`src/rtl/point_cloud_writer_pkg.sv`:
```
// Shared definitions for the point-cloud writer: ZBT0 word layout and FSM encoding.
package point_cloud_writer_pkg;

  localparam int ZBT_W   = 36;
  localparam int FIELD_W = 10;
  localparam int X_LSB   = 20;
  localparam int Y_LSB   = 10;
  localparam int Z_LSB   = 0;
  localparam int PT_W    = 3 * FIELD_W;

  typedef enum logic [1:0] {
    ST_IDLE   = 2'd0,
    ST_ACTIVE = 2'd1,
    ST_DRAIN  = 2'd2,
    ST_FULL   = 2'd3
  } wr_state_e;

  function automatic logic [ZBT_W-1:0] pack_point(input logic [FIELD_W-1:0] x,
                                                  input logic [FIELD_W-1:0] y,
                                                  input logic [FIELD_W-1:0] z);
    logic [ZBT_W-1:0] word;
    word                    = '0;
    word[X_LSB +: FIELD_W]  = x;
    word[Y_LSB +: FIELD_W]  = y;
    word[Z_LSB +: FIELD_W]  = z;
    return word;
  endfunction

endpackage

```
`src/rtl/point_cloud_writer_fifo.sv`:
```
// Synchronous point buffer with registered full/empty flags and a flush that
// overrides any push or pop in the same cycle.
module point_fifo
  import point_cloud_writer_pkg::*;
#(
  parameter int WIDTH = PT_W,
  parameter int DEPTH = 16
) (
  input  logic                     clk,
  input  logic                     rst_n,
  input  logic                     flush,
  input  logic                     push,
  input  logic                     pop,
  input  logic [WIDTH-1:0]         wdata,
  output logic [WIDTH-1:0]         rdata,
  output logic                     full,
  output logic                     empty,
  output logic [$clog2(DEPTH):0]   count
);

  localparam int PTR_W = $clog2(DEPTH);

  logic [WIDTH-1:0] mem_q [DEPTH];
  logic [PTR_W-1:0] rd_ptr_q, rd_ptr_d;
  logic [PTR_W-1:0] wr_ptr_q, wr_ptr_d;
  logic [PTR_W:0]   count_q, count_d;
  logic             full_q, full_d;
  logic             empty_q, empty_d;
  logic             push_en;
  logic             pop_en;

  assign push_en = push & ~full_q & ~flush;
  assign pop_en  = pop & ~empty_q & ~flush;

  // pointer/occupancy next-state
  always_comb begin
    rd_ptr_d = rd_ptr_q;
    wr_ptr_d = wr_ptr_q;
    count_d  = count_q;
    if (flush) begin
      rd_ptr_d = '0;
      wr_ptr_d = '0;
      count_d  = '0;
    end else begin
      if (push_en) begin
        wr_ptr_d = wr_ptr_q + PTR_W'(1);
      end else begin
        wr_ptr_d = wr_ptr_q;
      end
      if (pop_en) begin
        rd_ptr_d = rd_ptr_q + PTR_W'(1);
      end else begin
        rd_ptr_d = rd_ptr_q;
      end
      case ({push_en, pop_en})
        2'b10:   count_d = count_q + (PTR_W+1)'(1);
        2'b01:   count_d = count_q - (PTR_W+1)'(1);
        default: count_d = count_q;
      endcase
    end
    full_d  = (count_d == (PTR_W+1)'(DEPTH));
    empty_d = (count_d == '0);
  end

  // control state registers
  always_ff @(posedge clk or negedge rst_n) begin
    if (!rst_n) begin
      rd_ptr_q <= '0;
      wr_ptr_q <= '0;
      count_q  <= '0;
      full_q   <= 1'b0;
      empty_q  <= 1'b1;
    end else begin
      rd_ptr_q <= rd_ptr_d;
      wr_ptr_q <= wr_ptr_d;
      count_q  <= count_d;
      full_q   <= full_d;
      empty_q  <= empty_d;
    end
  end

  // storage array, no reset so it maps onto plain RAM/flops
  always_ff @(posedge clk) begin
    if (push_en) begin
      mem_q[wr_ptr_q] <= wdata;
    end
  end

  assign rdata = mem_q[rd_ptr_q];
  assign full  = full_q;
  assign empty = empty_q;
  assign count = count_q;

endmodule

```
`src/rtl/point_cloud_writer.sv`:
```
// Scan-point writer: buffers (x,y,z) points and packs them into sequential ZBT0
// words, publishing the last written index as the renderer's wrap limit.
module point_cloud_writer
  import point_cloud_writer_pkg::*;
#(
  parameter int ADDR_W     = 19,
  parameter int COORD_W    = 10,
  parameter int FIFO_DEPTH = 16
) (
  input  logic                clk,
  input  logic                rst_n,
  input  logic                scan_start,
  input  logic                scan_done,
  input  logic                pt_valid,
  output logic                pt_ready,
  input  logic [COORD_W-1:0]  pt_x,
  input  logic [COORD_W-1:0]  pt_y,
  input  logic [COORD_W-1:0]  pt_z,
  input  logic                zbt_wr_grant,
  output logic [ADDR_W-1:0]   zbt0_write_addr,
  output logic [35:0]         zbt0_write_data,
  output logic                zbt0_we,
  output logic [ADDR_W-1:0]   max_zbt_addr,
  output logic [ADDR_W:0]     point_count,
  output logic                writer_active,
  output logic                overflow
);

  localparam int PT_BITS = 3 * COORD_W;
  localparam int CNT_W   = $clog2(FIFO_DEPTH) + 1;
  localparam logic [ADDR_W-1:0] LAST_ADDR = '1;

  wr_state_e          state_q, state_d;
  logic [ADDR_W-1:0]  wr_ptr_q, wr_ptr_d;
  logic [ADDR_W:0]    count_q, count_d;
  logic [ADDR_W-1:0]  max_q, max_d;
  logic               ovf_q, ovf_d;
  logic [ADDR_W-1:0]  addr_q, addr_d;
  logic [ZBT_W-1:0]   data_q, data_d;
  logic               we_q, we_d;
  logic               active_q, active_d;

  logic               fifo_push;
  logic               fifo_pop;
  logic               fifo_flush;
  logic               fifo_full;
  logic               fifo_empty;
  logic [PT_BITS-1:0] fifo_wdata;
  logic [PT_BITS-1:0] fifo_rdata;
  logic [CNT_W-1:0]   fifo_count;
  logic               grant_write;
  logic [ADDR_W-1:0]  publish_idx;

  point_fifo #(
    .WIDTH (PT_BITS),
    .DEPTH (FIFO_DEPTH)
  ) u_fifo (
    .clk   (clk),
    .rst_n (rst_n),
    .flush (fifo_flush),
    .push  (fifo_push),
    .pop   (fifo_pop),
    .wdata (fifo_wdata),
    .rdata (fifo_rdata),
    .full  (fifo_full),
    .empty (fifo_empty),
    .count (fifo_count)
  );

  // ready comes only from registered state and the registered full flag
  always_comb begin
    pt_ready = 1'b0;
    case (state_q)
      ST_ACTIVE: pt_ready = ~fifo_full;
      ST_FULL:   pt_ready = 1'b1;
      default:   pt_ready = 1'b0;
    endcase
  end

  assign fifo_wdata  = {pt_x, pt_y, pt_z};
  assign fifo_push   = pt_valid & pt_ready & ~fifo_flush;
  assign grant_write = ((state_q == ST_ACTIVE) || (state_q == ST_DRAIN)) &&
                       !fifo_empty && zbt_wr_grant;
  assign publish_idx = (count_q == '0) ? '0 : (count_q[ADDR_W-1:0] - ADDR_W'(1));

  // scan FSM, write port and publish logic
  always_comb begin
    state_d    = state_q;
    wr_ptr_d   = wr_ptr_q;
    count_d    = count_q;
    max_d      = max_q;
    ovf_d      = ovf_q;
    addr_d     = addr_q;
    data_d     = data_q;
    we_d       = 1'b0;
    fifo_pop   = 1'b0;
    fifo_flush = 1'b0;
    if (scan_start) begin
      state_d    = ST_ACTIVE;
      wr_ptr_d   = '0;
      count_d    = '0;
      ovf_d      = 1'b0;
      fifo_flush = 1'b1;
    end else begin
      case (state_q)
        ST_ACTIVE, ST_DRAIN: begin
          if (grant_write) begin
            fifo_pop = 1'b1;
            we_d     = 1'b1;
            addr_d   = wr_ptr_q;
            data_d   = pack_point(fifo_rdata[2*COORD_W +: COORD_W],
                                  fifo_rdata[COORD_W +: COORD_W],
                                  fifo_rdata[0 +: COORD_W]);
            wr_ptr_d = wr_ptr_q + ADDR_W'(1);
            count_d  = count_q + (ADDR_W+1)'(1);
          end else begin
            we_d = 1'b0;
          end
          // last slot written: the scan cannot continue without wrapping onto index 0
          if (grant_write && (wr_ptr_q == LAST_ADDR)) begin
            if ((state_q == ST_DRAIN) || scan_done) begin
              state_d    = ST_IDLE;
              max_d      = LAST_ADDR;
              fifo_flush = 1'b1;
              ovf_d      = ovf_q | (fifo_count > CNT_W'(1)) | (pt_valid & pt_ready);
            end else begin
              state_d = ST_FULL;
              ovf_d   = 1'b1;
            end
          end else if ((state_q == ST_ACTIVE) && scan_done) begin
            state_d = ST_DRAIN;
          end else if ((state_q == ST_DRAIN) && fifo_empty) begin
            state_d = ST_IDLE;
            max_d   = publish_idx;
          end else begin
            state_d = state_q;
          end
        end
        ST_FULL: begin
          fifo_flush = 1'b1;
          if (scan_done) begin
            state_d = ST_IDLE;
            max_d   = LAST_ADDR;
          end else begin
            state_d = ST_FULL;
          end
        end
        ST_IDLE: state_d = ST_IDLE;
        default: state_d = ST_IDLE;
      endcase
    end
    active_d = (state_d != ST_IDLE);
  end

  // state and output registers
  always_ff @(posedge clk or negedge rst_n) begin
    if (!rst_n) begin
      state_q  <= ST_IDLE;
      wr_ptr_q <= '0;
      count_q  <= '0;
      max_q    <= '0;
      ovf_q    <= 1'b0;
      addr_q   <= '0;
      data_q   <= '0;
      we_q     <= 1'b0;
      active_q <= 1'b0;
    end else begin
      state_q  <= state_d;
      wr_ptr_q <= wr_ptr_d;
      count_q  <= count_d;
      max_q    <= max_d;
      ovf_q    <= ovf_d;
      addr_q   <= addr_d;
      data_q   <= data_d;
      we_q     <= we_d;
      active_q <= active_d;
    end
  end

  assign zbt0_write_addr = addr_q;
  assign zbt0_write_data = data_q;
  assign zbt0_we         = we_q;
  assign max_zbt_addr    = max_q;
  assign point_count     = count_q;
  assign writer_active   = active_q;
  assign overflow        = ovf_q;

endmodule
```
`config.mk`:
```
export PLATFORM = sky130hd
export DESIGN_NAME = point_cloud_writer
export DESIGN_NICKNAME = d
export VERILOG_FILES = /design/src/rtl/point_cloud_writer_pkg.sv /design/src/rtl/point_cloud_writer_fifo.sv /design/src/rtl/point_cloud_writer.sv
export SDC_FILE = /design/constraint.sdc
export NUM_CORES = 1
export LEC_CHECK = 0
export BUFFER_PORTS_ARGS = -buffer_cell sky130_fd_sc_hd__buf_2
export CAP_MARGIN = 10
export CORE_MARGIN = 2
export CORE_UTILIZATION = 55
export CTS_CLUSTER_SIZE = 40
export DETAILED_ROUTE_END_ITERATION = 12
export PLACE_DENSITY = 0.77
export SYNTH_ARGS = -nofsm -noshare
export SYNTH_HDL_FRONTEND = slang
export SYNTH_SLANG_ARGS = --single-unit
```
`constraint.sdc`:
```
create_clock -name clk -period 4.4 [get_ports clk]
set_clock_uncertainty 0.1 [all_clocks]
set_input_delay 0.44 -clock clk [delete_from_list [all_inputs] [get_ports clk]]
set_output_delay 0.44 -clock clk [all_outputs]
set_load 0.01 [all_outputs]
```
Word-level counts from Yosys, hierarchy flattened
Memories as Yosys holds them, arrays and structs flattened. A register that Yosys moved wholly into a read port is not among the register bits. Cells that the tools add are included.

Bits in registers: 97. Bits in writable memories: 480. Input port bits: 36. Output and inout bits: 98. Logic and storage cells: 109. Memories: 1.

Memory list: u_fifo.mem_q (words 16, width 30, read ports 1, clocked after memory_dff 1, wr ports 1, RTL line point_cloud_writer_fifo.sv:23) `logic [WIDTH-1:0] mem_q [DEPTH];`.

Add/sub/neg operators: 7. Order comparisons: 1. Eq/ne operators: 11. Multiplexer cells: 40. Bitwise logic cells: 12. Reduce and logical (&&, ||, !) cells: 24.

Operator list (count): $mux W19 (9); $mux W20 (3); $pmux W19 S2 (1); $add A20 B1 Y20 const B (1); $logic_not A20 Y1 (1); $add A19 B1 Y19 const B (1); $eq A19 B19 Y1 const B (1); $sub A19 B1 Y19 const B (1); $mux W4 (4); $reduce_bool A2 Y1 (7); $mux W1 (12); $mux W2 (6); $pmux W5 S2 (1); $ne A3 B3 Y1 const B (3); $add A4 B1 Y4 const B (2); $and A1 B1 Y1 (6); $eq A2 B2 Y1 const B (3); $pmux W2 S3 (1); $reduce_and A6 Y1 (1); $add A5 B1 Y5 const B (1); $eq A5 B5 Y1 const B (1); $gt A5 B1 Y1 const B (1); $logic_and A1 B1 Y1 (5); $logic_not A5 Y1 (1); other kinds (13) (22).

Longest topological paths before layout
Gate-level depths: netlist of the first run.

Depth after elaboration: 16. Mapped depth: 19. Depth with buffers taken out: 13.

Cells and area by module
A second synthesis of the first run with hierarchy kept.

Cells, all modules: 1485. Area total of the unflattened synthesis: 24692.4 um^2.

By module, submodules not included: point_fifo (instances 1, cells each 1006, area an instance 19322.3 um^2, sequential area each 14790.4 um^2); point_cloud_writer (instances 1, cells each 479, area an instance 5370.2 um^2, sequential area each 2802.7 um^2).

Worst setup path after synthesis of the first run
OpenSTA, ideal clock, no wires.

Path type: register -> register. Start: register state_q[0]. End: memory u_fifo.mem_q[5][0] (netlist bit) (enable). Library setup time: 0.417 ns. Arrival: 3.616 ns. Required time: 3.883 ns. Setup slack: 0.267 ns. Cell stages (with the launch flop): 13. Path buffers: 5. Period minus slack after synthesis: 4.133 ns. Path through: dfrtp_1 inv_1 ha_1 buf_4 and3b_1 buf_4 and4_1 buf_6 a41o_1 or3_1 buf_2 buf_6 nor2_1.

Longest elaborated chain between the ends: 14. Elaborated cells between the ends (all ways): 21. Those cells by class: 3 x eq/ne; 7 x mux; 5 x bitwise; 6 x reduce/logical.

RTL lines: start, declared (RTL line point_cloud_writer.sv:33) `wr_state_e state_q, state_d;`; start signal, assigned (RTL line point_cloud_writer.sv:168) `state_q <= state_d;`; $eq A2 B1 Y1 / $eq A2 B2 Y1 (equally long branches); $logic_or A1 B1 Y1 (RTL line point_cloud_writer.sv:82) `assign grant_write = ((state_q == ST_ACTIVE) || (state_q == ST_DRAIN)) &&`; $logic_and A1 B1 Y1 (RTL line point_cloud_writer.sv:82); $logic_and A1 B1 Y1 (RTL line point_cloud_writer.sv:83) `!fifo_empty && zbt_wr_grant;`; $logic_and A1 B1 Y1 (RTL line point_cloud_writer.sv:120) `if (grant_write && (wr_ptr_q == LAST_ADDR)) begin`; $mux W1 (RTL line point_cloud_writer.sv:120); $pmux W1 S2 (RTL line point_cloud_writer.sv:105) `case (state_q)`; $mux W1 (RTL line point_cloud_writer.sv:98) `if (scan_start) begin`; $not A1 Y1 (RTL line point_cloud_writer_fifo.sv:32, point_cloud_writer.sv:81); $and A1 B1 Y1 (RTL line point_cloud_writer.sv:81) `assign fifo_push = pt_valid & pt_ready & ~fifo_flush;`; $and A1 B1 Y1 (RTL line point_cloud_writer_fifo.sv:32) `assign push_en = push & ~full_q & ~flush;`; $and A1 B1 Y1 (*) (RTL line point_cloud_writer_fifo.sv:32); $mux W1 (*) (RTL line point_cloud_writer_fifo.sv:84) `if (push_en) begin`; $mux W1 (implied by the code) (*) (RTL line point_cloud_writer_fifo.sv:85) `mem_q[wr_ptr_q] <= wdata;`; end, declared (RTL line point_cloud_writer_fifo.sv:23).

Mark *: on every way between the ends. The rest lies on a longest branch, timed or not.

Worst setup path in the final report of the first run
Start: register state_q[0]. End: memory u_fifo.mem_q[6][17] (netlist bit) (enable).

Same word-level chain as after synthesis.

==> results.py, run 1 <==
metrics = {
    "grt": {
        "grt_remaining_overflow": 0,
        "grt_pass1_vias": 14200,
        "grt_max_degree": 90,
        "grt_first_pass_wirelength_mm": 85.9,
        "grt_use_total_pct": 24.3,
        "antenna_violations_before_repair": 0,
    },
    "routing": {
        "drt_iter0_drc": 1425,
        "drt_first_pass_iters": 7,
        "drt-total-wl_mm": 55.8,
        "vias": 14000,
        "viasPerCell": 6.08,
        "wl_per_cell_um": 24.2,
        "drc": 0,
        "final_antenna_net_count": 0,
    },
    "hold_path": {
        "min-delay-start": "scan_done",
        "hold_depth": 3,
        "worstHoldEndpoint": "state_q[1]$_DFF_PN0_",
        "hold_class": "in -> reg",
    },
    "outcome": {
        "run_status": "completed",
    },
    "critical_path": {
        "worst_ep_required_time_ps": 4600,
        "timing.critical_path.fanout_max": 20,
        "reg2regPathDepth": 10,
        "ff2ff_setup_slack_ps": 490,
        "r2r_start": "state_q[0]$_DFF_PN0_",
        "setup.worst_path.end_class": "flip-flop",
        "worst_setup_path_start_kind": "flip-flop",
        "worst-setup-path-type": "reg -> reg",
        "cp_data_arrival_time_ps": 4110,
        "reg2reg_to": "u_fifo.mem_q[6][17]$_DFFE_PP_",
    },
    "finish": {
        "fin_util_pct": 63.6,
        "syn_to_final_growth_pct": 13.8,
        "mostFrequentLayoutCell": "edfxtp_1",
        "antenna_fix_cells": 0,
        "instances_no_fill": 2304,
        "post-route-cell-area_um2": 28200,
        "drive_gt1_share_pct": 22.8,
        "num-nets-final": 1720,
        "most-common-layout-cells": "480 x edfxtp_1, 194 x nand2_1, 126 x buf_2",
    },
    "logic_synthesis": {
        "synth_cell_types": 63,
        "syn_avg_cell_area_um2": 16.2,
        "post_synth_edffs": 480,
        "synth_area_leaders": "edfxtp_1 58%, dfrtp_1 13%, mux4_2 8.2%",
        "netlist.area_leader.share_pct": 58.2,
        "cell_type_contributing_the_most_total_cell_area_after_synthesis": "edfxtp_1",
        "synthCells": 1533,
        "synth-async-reset-ratio_pct": 20.9,
        "synth-main-ff-cell": "edfxtp_1",
        "synthesis.area_um2": 24800,
        "ys_ff_latch": 607,
        "synth.yosys.seq_area_share_pct": 71.0,
        "synth-warning-count": 0,
    },
    "clock_tree": {
        "clkLatencyLatePin_ps": 620,
        "cts_tree": "built",
        "tritoncts_num_sinks": 607,
        "clock_tree.htree_level_count": 2,
        "post_cts_setup_bufs": 0,
        "max-clock-path-buffers": 3,
        "clkSlewWorstSetupHoldPaths_ps": 60,
        "clockRootBuffer": "clkbuf_16",
        "numCtsBuffers": 57,
        "ctsResizeCount": 0,
    },
    "floorplanning": {
        "overall_die_area_um2": 46800,
        "core_region_area_um2": 44300,
        "floorplan.io_pins": 134,
        "initial_core_util_pct": 55.9,
        "floorplan.die.height_um": 216,
        "die_width_um": 216,
        "placement_row_count": 77,
    },
    "pwr": {
        "total_power_mw": 13.5,
        "power_leakage_nw": 10.0,
        "power.density_nw_per_um2": 480,
        "vdd.ir_drop.worst_v": 0.000425,
    },
    "timing": {
        "max_freq_mhz": 256,
        "max_slew_margin_pct": 37.8,
        "report.final.hold_viol_count": 0,
        "period_share_pct": 88.9,
        "final_max_slew_viol_count": 0,
        "setup_repair_after_global_routing_missed_its_margin": "false",
        "final_period_minus_worst_setup_slack_ps": 3910,
        "fin_tns_setup_ps": 0,
        "timing_worst_slew_pin_value_ps": 933,
        "setup_viol_count_final": 0,
    },
    "placement": {
        "number_of_input_and_output_port_buffers_inserted": 127,
        "placed_area_um2": 26300,
        "place_congestion": 0.808,
        "dpl.hpwl_mm": 35.0,
        "placed_cells": 2199,
    },
    "run": {
        "max-cap-violations": 0,
    },
}
==> where the power goes <==
group | internal (mW) | switching [mW] | total (mW) | leakage [nW]
logic | 0.775 | 1.03 | 1.80 | 3.04
registers | 6.49 | 0.182 | 6.67 | 6.03
clock network | 2.94 | 2.12 | 5.06 | 0.930
==> cells in the mapped netlist, types with 8 or more instances <==
library cell	number
dfrtp_1	126
o22ai_1	31
clkbuf_1	54
mux2i_1	93
o311ai_0	30
buf_4	8
nand3_1	24
xor2_1	28
a21oi_1	24
xnor2_1	18
mux4_2	90
nor2b_1	38
or3_1	10
mux2_4	10
mux2_2	9
nor3_1	15
nand4_1	19
buf_2	13
nand2_1	194
inv_1	17
edfxtp_1	480
o21ai_0	28
nor2_1	70
ha_1	17
buf_1	18
==> state kept, by name, indices dropped and copies added, names as in the netlist <==
signal and cells:
u_fifo.full 1, u_fifo.wr_ptr_q 4, u_fifo.empty 1, zbt0_we 1
zbt0_write_data 30, state_q 2, u_fifo.count 5, writer_active 1
overflow 1, point_count 20, u_fifo.rd_ptr_q 4, wr_ptr_q 19
u_fifo.mem_q 480, zbt0_write_addr 19, max_zbt_addr 19
==> layer usage <==
metal	track usage, %	wire length (um)	up-vias
met1	33.5	22400	7163
met2	40.6	28000	658
li1	-	-	6109
met5	0	0	-
met3	4.22	4240	85
met4	6.32	1150	0
==> kinds of logic (layout without fill, tap and decap cells) <==
family                     Yosys count  in the layout  share of synthesized area [%]
adders and majority gates           17             17                          0.858
AOI/OAI and AO/OA                  136            136                           3.70
DFF                                607            607                           71.0
other                                1              6                         0.0151
muxes                              202            202                           13.0
buffers and inverters              114            288                           2.02
and+or+nand+nor                    410            410                           7.82
xor gates and xnor gates            46             46                           1.63
==> critical path: stages, from the launching register on <==
cell and delay, ps:
dfrtp_1 400, inv_1 90, ha_1 430, and3b_1 240, and4_1 250, a41o_1 270, buf_4 180, or3_1 390
buf_4 310, nor2_4 580, buf_4 340
==> layout make-up <==
cell class                 count  area [um2]
sequential                   607       17600
fill                        3054       16100
multi-input combinational    817        6830
clock buffer                  68        1480
timing repair buffer         166        1040
tap                          592         741
clock inverter                36         453
inverter                      18        67.6
==> stage by stage <==
step / setup slack [ps] / hold slack [ps]
2_1_floorplan: 267 / 44.4
3_3_place_gp: 633 / 356
3_5_place_dp: 530 / 359
4_1_cts: 488 / 70.1
5_1_grt: 384 / 103
6_report: 488 / 117
==> worst max-delay path by stage <==
stage | startpoint | endpoint | slack (ps)
2_1_floorplan | state_q[0]$_DFF_PN0_ | u_fifo.mem_q[5][0]$_DFFE_PP_ | 270
3_3_place_gp | state_q[0]$_DFF_PN0_ | u_fifo.mem_q[6][24]$_DFFE_PP_ | 630
3_5_place_dp | state_q[0]$_DFF_PN0_ | u_fifo.mem_q[6][18]$_DFFE_PP_ | 530
4_1_cts | state_q[0]$_DFF_PN0_ | u_fifo.mem_q[6][17]$_DFFE_PP_ | 490
5_1_grt | state_q[0]$_DFF_PN0_ | u_fifo.full$_DFF_PN0_ | 380
6_report | state_q[0]$_DFF_PN0_ | u_fifo.mem_q[6][17]$_DFFE_PP_ | 490
==> timing repair <==
item | CTS | global route
endpoints found under the hold margin | 87 | 0
hold buffers | 1 | 0
setup endpoints to repair | 0 | 0
(Power assumes the default switching activity.)
==> run 2, diff against run 1 <==
--- a/config.mk
+++ b/config.mk
@@ -11,7 +11,7 @@
 export CORE_UTILIZATION = 55
 export CTS_CLUSTER_SIZE = 40
 export DETAILED_ROUTE_END_ITERATION = 12
-export PLACE_DENSITY = 0.77
+export PLACE_DENSITY_LB_ADDON = 0.25
 export SYNTH_ARGS = -nofsm -noshare
 export SYNTH_HDL_FRONTEND = slang
 export SYNTH_SLANG_ARGS = --single-unit
==> results.py, run 2 (synthesis results as in run 1) <==
metrics = {
    "critical_path": {
        "worst_ep_required_time_ps": 4800,
        "timing.critical_path.mode_cell": "ha_1",
        "critical-path-max-stage-delay_ps": 610,
        "timing.critical_path.max_delay_family": "simple AND/OR/NAND/NOR gates",
        "reg2reg_to": "u_fifo.full$_DFF_PN0_",
        "timing.critical_path.to": "u_fifo.full$_DFF_PN0_",
        "ff2ff_setup_slack_ps": 440,
        "crit_path_start": "state_q[0]$_DFF_PN0_",
        "timing.critical_path.fanout_max": 18,
        "r2r_start": "state_q[0]$_DFF_PN0_",
        "worst_setup_path_start_kind": "flip-flop",
        "cpMaxStageDelayCell": "or4b_2",
        "worstPathCellList": "inv_1 > ha_1 > and3b_1 > and4_1 > a41o_1 > or3_1 > buf_4 > ha_1 > or4b_2 > a21oi_1 > o21ai_0 > nand4_1 > nor3b_1",
        "reg2regPathDepth": 13,
        "setup.worst_path.end_class": "flip-flop",
        "crit_buf_inv": 2,
        "cp_data_arrival_time_ps": 4360,
        "worst-setup-path-type": "reg -> reg",
        "critical_path_depth": 13,
    },
    "grt": {
        "met1_track_demand_over_resource_in_global_routing_pct": 31.2,
        "antenna_violations_before_repair": 2,
        "grt_use_total_pct": 22.6,
        "use_met2_pct": 37.5,
        "grt_first_pass_wirelength_mm": 80.4,
        "grt_remaining_overflow": 0,
        "grt_pass1_vias": 13600,
        "grt_max_degree": 102,
        "top_usage_layer": "met2",
        "grt_use_met3_pct": 3.64,
    },
    "floorplanning": {
        "die_width_um": 216,
        "floorplan.die.height_um": 216,
        "placement_row_count": 77,
        "floorplan.io_pins": 134,
        "initial_core_util_pct": 55.9,
        "core_region_area_um2": 44300,
        "overall_die_area_um2": 46800,
    },
    "routing": {
        "drt-total-wl_mm": 51.7,
        "drt_first_pass_iters": 5,
        "vias": 13500,
        "wl_per_cell_um": 22.4,
        "drt_iter0_drc": 1160,
        "drc": 0,
        "viasPerCell": 5.86,
        "final_antenna_net_count": 0,
    },
    "finish": {
        "most-common-layout-cells": "480 x edfxtp_1, 194 x nand2_1, 126 x buf_2",
        "drive_gt1_share_pct": 23.4,
        "antenna_fix_cells": 0,
        "mostFrequentLayoutCell": "edfxtp_1",
        "syn_to_final_growth_pct": 14.6,
        "largest_register_ff_count": 480,
        "num-nets-final": 1720,
        "regMostFlops": "u_fifo.mem_q",
        "number_of_filler_cells_placed_in_the_layout": 3119,
    },
    "pwr": {
        "power_leakage_nw": 10.1,
        "power.density_nw_per_um2": 482,
        "total_power_mw": 13.7,
        "vdd.ir_drop.worst_v": 0.000354,
    },
    "outcome": {
        "run_status": "completed",
    },
    "timing": {
        "setup_repair_after_global_routing_missed_its_margin": "false",
        "max_slew_margin_pct": 30.4,
        "max_freq_mhz": 252,
        "period_share_pct": 90.1,
        "final_period_minus_worst_setup_slack_ps": 3960,
        "setup_viol_count_final": 0,
        "fin_tns_setup_ps": 0,
        "final_max_slew_viol_count": 0,
        "timing_worst_slew_pin_value_ps": 1040,
        "report.final.hold_viol_count": 0,
    },
    "placement": {
        "place_congestion": 0.849,
        "number_of_input_and_output_port_buffers_inserted": 127,
        "dpl.hpwl_mm": 30.9,
    },
    "clock_tree": {
        "tritoncts_num_sinks": 607,
        "clock_tree.htree_level_count": 2,
        "post_cts_setup_bufs": 0,
        "max-clock-path-buffers": 3,
        "cts_tree": "built",
        "clockRootBuffer": "clkbuf_16",
        "hold_buffers": 1,
        "numCtsBuffers": 59,
        "clkLatencyLatePin_ps": 640,
        "clkSlewWorstSetupHoldPaths_ps": 60,
        "ctsResizeCount": 0,
    },
    "run": {
        "max-cap-violations": 0,
    },
    "hold_path": {
        "hold_class": "in -> reg",
    },
}
run 2: cell count changes in the layout (fill, tap and decap cells not counted), sizes merged:
cell      delta
clkbuf      +11
buf          -2
clkinvlp     +5
clkinv       -9
run 2: layout make-up:
type                            count  area [um2]  area share (%)
Timing Repair Buffer              164        1080            3.82
Sequential cell                   607       17600            62.0
Clock inverter                     32         450            1.59
Inverter                           18        67.6           0.238
Clock buffer                       79        1630            5.74
Multi-Input combinational cell    817        6830            24.0
Tap cell                          592         741            2.61
run 2: worst min path at each step:
stage                                                from                         endpoint  cells past startpoint
final                                             pt_y[6]    u_fifo.mem_q[3][16]$_DFFE_PP_                      1
after global routing                            scan_done             state_q[1]$_DFF_PN0_                      3
after CTS                                       scan_done             state_q[1]$_DFF_PN0_                      3
after detailed placement  zbt0_write_data[28]$_DFFE_PN0P_  zbt0_write_data[28]$_DFFE_PN0P_                      2
after global placement     zbt0_write_data[8]$_DFFE_PN0P_   zbt0_write_data[8]$_DFFE_PN0P_                      2
after floorplan                                     rst_n      max_zbt_addr[0]$_DFFE_PN0P_                      0
run 2: power by group:
part           total (mW)  internal, mW  switching [mW]
clock network        5.28          3.15            2.14
registers            6.66          6.49           0.165
logic                1.74         0.770           0.974
total                13.7          10.4            3.28
run 2: metrics by stage:
stage	instances	worst slack [ps]	util (%)	hold WS [ps]	instance area, um2
final	2309	436	64.1	79.3	28400
after global routing	2309	214	64.1	70.2	28400
after CTS	2309	426	64.1	29.6	28400
after detailed placement	2197	444	59.4	358	26300
after global placement	2197	515	59.4	354	26300
after floorplan	1538	267	-	44.4	24800
run 2: metal layers:
metal	wire length, um	vias up
met4	1040	0
li1	-	6124
met3	3110	66
met1	21900	6870
met2	25700	465
met5	0	-
==> run 3, diff against run 2 <==
--- a/config.mk
+++ b/config.mk
@@ -5,6 +5,7 @@
 export SDC_FILE = /design/constraint.sdc
 export NUM_CORES = 1
 export LEC_CHECK = 0
+export ABC_AREA = 1
 export BUFFER_PORTS_ARGS = -buffer_cell sky130_fd_sc_hd__buf_2
 export CAP_MARGIN = 10
 export CORE_MARGIN = 2
==> results.py, run 3 <==
metrics = {
    "logic_synthesis": {
        "synth-warning-count": 0,
        "post_synth_edffs": 480,
        "synthCells": 2181,
        "synth_most_common_cell": "nand2_1",
        "synth.yosys.seq_area_share_pct": 69.6,
        "netlist.area_leader.share_pct": 57.0,
        "post_synth_most_frequent_cells": "482 x nand2_1, 480 x edfxtp_1, 208 x nor2_1",
        "synth_area_leaders": "edfxtp_1 57%, dfrtp_1 12%, nand2_1 7.2%",
        "synth-async-reset-ratio_pct": 20.9,
        "ys_ff_latch": 607,
        "synth_cell_types": 50,
        "synth-main-ff-cell": "edfxtp_1",
        "syn_avg_cell_area_um2": 11.6,
        "synthesis.area_um2": 25300,
        "cell_type_contributing_the_most_total_cell_area_after_synthesis": "edfxtp_1",
    },
    "hold_path": {
        "hold_class": "in -> reg",
    },
    "pwr": {
        "net_sw_power_mw": 3.49,
        "pwr-share-comb_pct": 12.3,
        "power.density_nw_per_um2": 480,
        "power.share.clock_pct": 39.0,
        "power_leakage_nw": 11.0,
        "switching_part_of_the_total_power_pct": 25.3,
        "vdd.ir_drop.worst_v": 0.000376,
        "p_int_mw": 10.3,
        "pwr-share-seq_pct": 48.7,
    },
    "timing": {
        "final_max_slew_viol_count": 0,
        "period_share_pct": 84.7,
        "max_slew_margin_pct": 14.5,
        "final_period_minus_worst_setup_slack_ps": 3730,
        "layout_setup_ws_ps": 672,
        "timing_worst_slew_pin_value_ps": 1280,
        "max_freq_mhz": 268,
        "setup_viol_count_final": 0,
        "setup_repair_after_global_routing_missed_its_margin": "false",
        "fin_tns_setup_ps": 0,
        "report.final.hold_viol_count": 0,
    },
    "routing": {
        "viasPerCell": 5.79,
        "drt_first_pass_iters": 5,
        "drt-total-wl_mm": 61.2,
        "drt_iter0_drc": 1787,
        "drc": 0,
        "final_antenna_net_count": 0,
        "vias": 17000,
        "wl_per_cell_um": 20.8,
    },
    "clock_tree": {
        "max-clock-path-buffers": 3,
        "clkSlewWorstSetupHoldPaths_ps": 60,
        "clock_tree.htree_level_count": 2,
        "ctsResizeCount": 0,
        "clkLatencyLatePin_ps": 630,
        "cts_tree": "built",
        "clockRootBuffer": "clkbuf_16",
        "numCtsBuffers": 60,
        "tritoncts_num_sinks": 607,
    },
    "critical_path": {
        "worst-setup-path-type": "reg -> reg",
        "timing.critical_path.fanout_max": 16,
        "setup.worst_path.end_class": "flip-flop",
        "cpMaxStageDelayCell": "ha_1",
        "worstPathCellList": "inv_1 > ha_1 > nand2_2 > nor2_4 > nand2_2 > nor2_4 > nand3_4 > nand2_2 > nand2_1 > nand2_2 > nor2_2 > nand2_1 > nor2_4 > buf_4",
        "critical-path-max-stage-delay_ps": 470,
        "worst_ep_required_time_ps": 4610,
        "worst_setup_path_start_kind": "flip-flop",
        "cp_data_arrival_time_ps": 3940,
        "timing.critical_path.mode_cell": "nand2_2",
    },
    "floorplanning": {
        "overall_die_area_um2": 47700,
        "placement_row_count": 78,
        "core_region_area_um2": 45400,
        "floorplan.die.height_um": 218,
        "initial_core_util_pct": 55.7,
        "floorplan.io_pins": 134,
        "die_width_um": 218,
    },
    "run": {
        "max-cap-violations": 0,
    },
    "finish": {
        "syn_to_final_growth_pct": 13.7,
        "largest_register_ff_count": 480,
        "antenna_fix_cells": 0,
        "regMostFlops": "u_fifo.mem_q",
        "num-nets-final": 2344,
        "most-common-layout-cells": "480 x nand2_1, 480 x edfxtp_1, 202 x o21ai_0",
        "drive_gt1_share_pct": 13.6,
    },
    "grt": {
        "grt_max_degree": 119,
        "antenna_violations_before_repair": 0,
        "grt_remaining_overflow": 0,
        "grt_use_total_pct": 26.0,
        "grt_pass1_vias": 16700,
        "grt_first_pass_wirelength_mm": 94.5,
    },
    "placement": {
        "dpl.hpwl_mm": 37.9,
        "place_ws_ps": 705,
        "place_congestion": 0.918,
        "number_of_input_and_output_port_buffers_inserted": 127,
    },
    "outcome": {
        "run_status": "completed",
    },
}
[run 3: metrics by stage]
stage / hold WS [ps] / instances / util (%) / instance area (um2) / power, mW
5_1_grt: 91.9 / 2942 / 63.3 / 28700 / 14.3
2_1_floorplan: 44.4 / 2186 / - / 25300 / 7.85
3_5_place_dp: 353 / 2828 / 58.7 / 26600 / 8.54
4_1_cts: 70.1 / 2942 / 63.3 / 28700 / 13.9
6_report: 106 / 2942 / 63.3 / 28700 / 13.8
3_3_place_gp: 351 / 2828 / 58.7 / 26600 / 8.51
[run 3: cell type report]
| type | instances | area (um2) |
|---|---|---|
| Inverter | 87 | 329 |
| Multi-Input combinational cell | 1371 | 6940 |
| Timing Repair Buffer | 164 | 1030 |
| Fill cell | 3457 | 16600 |
| Tap cell | 600 | 751 |
| Clock buffer | 80 | 1650 |
| Clock inverter | 33 | 445 |
| Sequential cell | 607 | 17600 |
[run 3: path summary, 6_finish.rpt]
path	from	to	slack [ps]	cells past startpoint
max	state_q[0]$_DFF_PN0_	u_fifo.mem_q[10][22]$_DFFE_PP_	670	14
min	pt_x[8]	u_fifo.mem_q[9][28]$_DFFE_PP_	110	1
max reg2reg	state_q[0]$_DFF_PN0_	u_fifo.mem_q[10][22]$_DFFE_PP_	670	14
min reg2reg	max_zbt_addr[6]$_DFFE_PN0P_	max_zbt_addr[6]$_DFFE_PN0P_	370	2
max in group asynchronous	rst_n	zbt0_write_data[7]$_DFFE_PN0P_	2750	3
min in group asynchronous	rst_n	wr_ptr_q[9]$_DFFE_PN0P_	430	2
[run 3: power groups by stage]
stage          Combinational, mW  Sequential [mW]  Clock, mW
2_1_floorplan              0.975             6.87          0
3_3_place_gp                1.69             6.83          0
3_5_place_dp                1.71             6.83          0
4_1_cts                     1.72             6.72       5.46
5_1_grt                     1.90             6.74       5.70
6_report                    1.70             6.72       5.37
[run 3: repair_timing]
item | in CTS | in global routing
hold endpoints to repair | 97 | 0
buffers inserted | 0 | 0
hold buffers | 1 | 0
[run 3: critical path, delay by kind of cell (launching register included)]
family | cells | cell delay, ps
AND/OR/NAND/NOR | 11 | 1980
buffers and inverters | 2 | 430
adder cells (fa/ha/maj) | 1 | 470
flip-flops | 1 | 410
[run 3: cells by family (layout without fill, tap and decap cells)]
group / count (synthesis) / in the layout / share of synthesized area, %
and+or+nand+nor: 817 / 817 / 13.3
buffers and inverters: 208 / 364 / 3.57
muxes: 60 / 60 / 2.38
adders and majority gates: 17 / 17 / 0.841
AOI/OAI and AO/OA: 460 / 460 / 9.91
DFF: 607 / 607 / 69.6
other: 1 / 6 / 0.0148
xor gates and xnor gates: 11 / 11 / 0.381
[run 3: metal layers]
layer | global-route usage (%) | up-vias | wire length (um)
met1 | 36.1 | 8380 | 26200
met4 | 7.30 | 0 | 1370
met5 | 0 | - | 0
li1 | - | 7892 | -
met2 | 42.5 | 649 | 29400
met3 | 4.51 | 104 | 4270
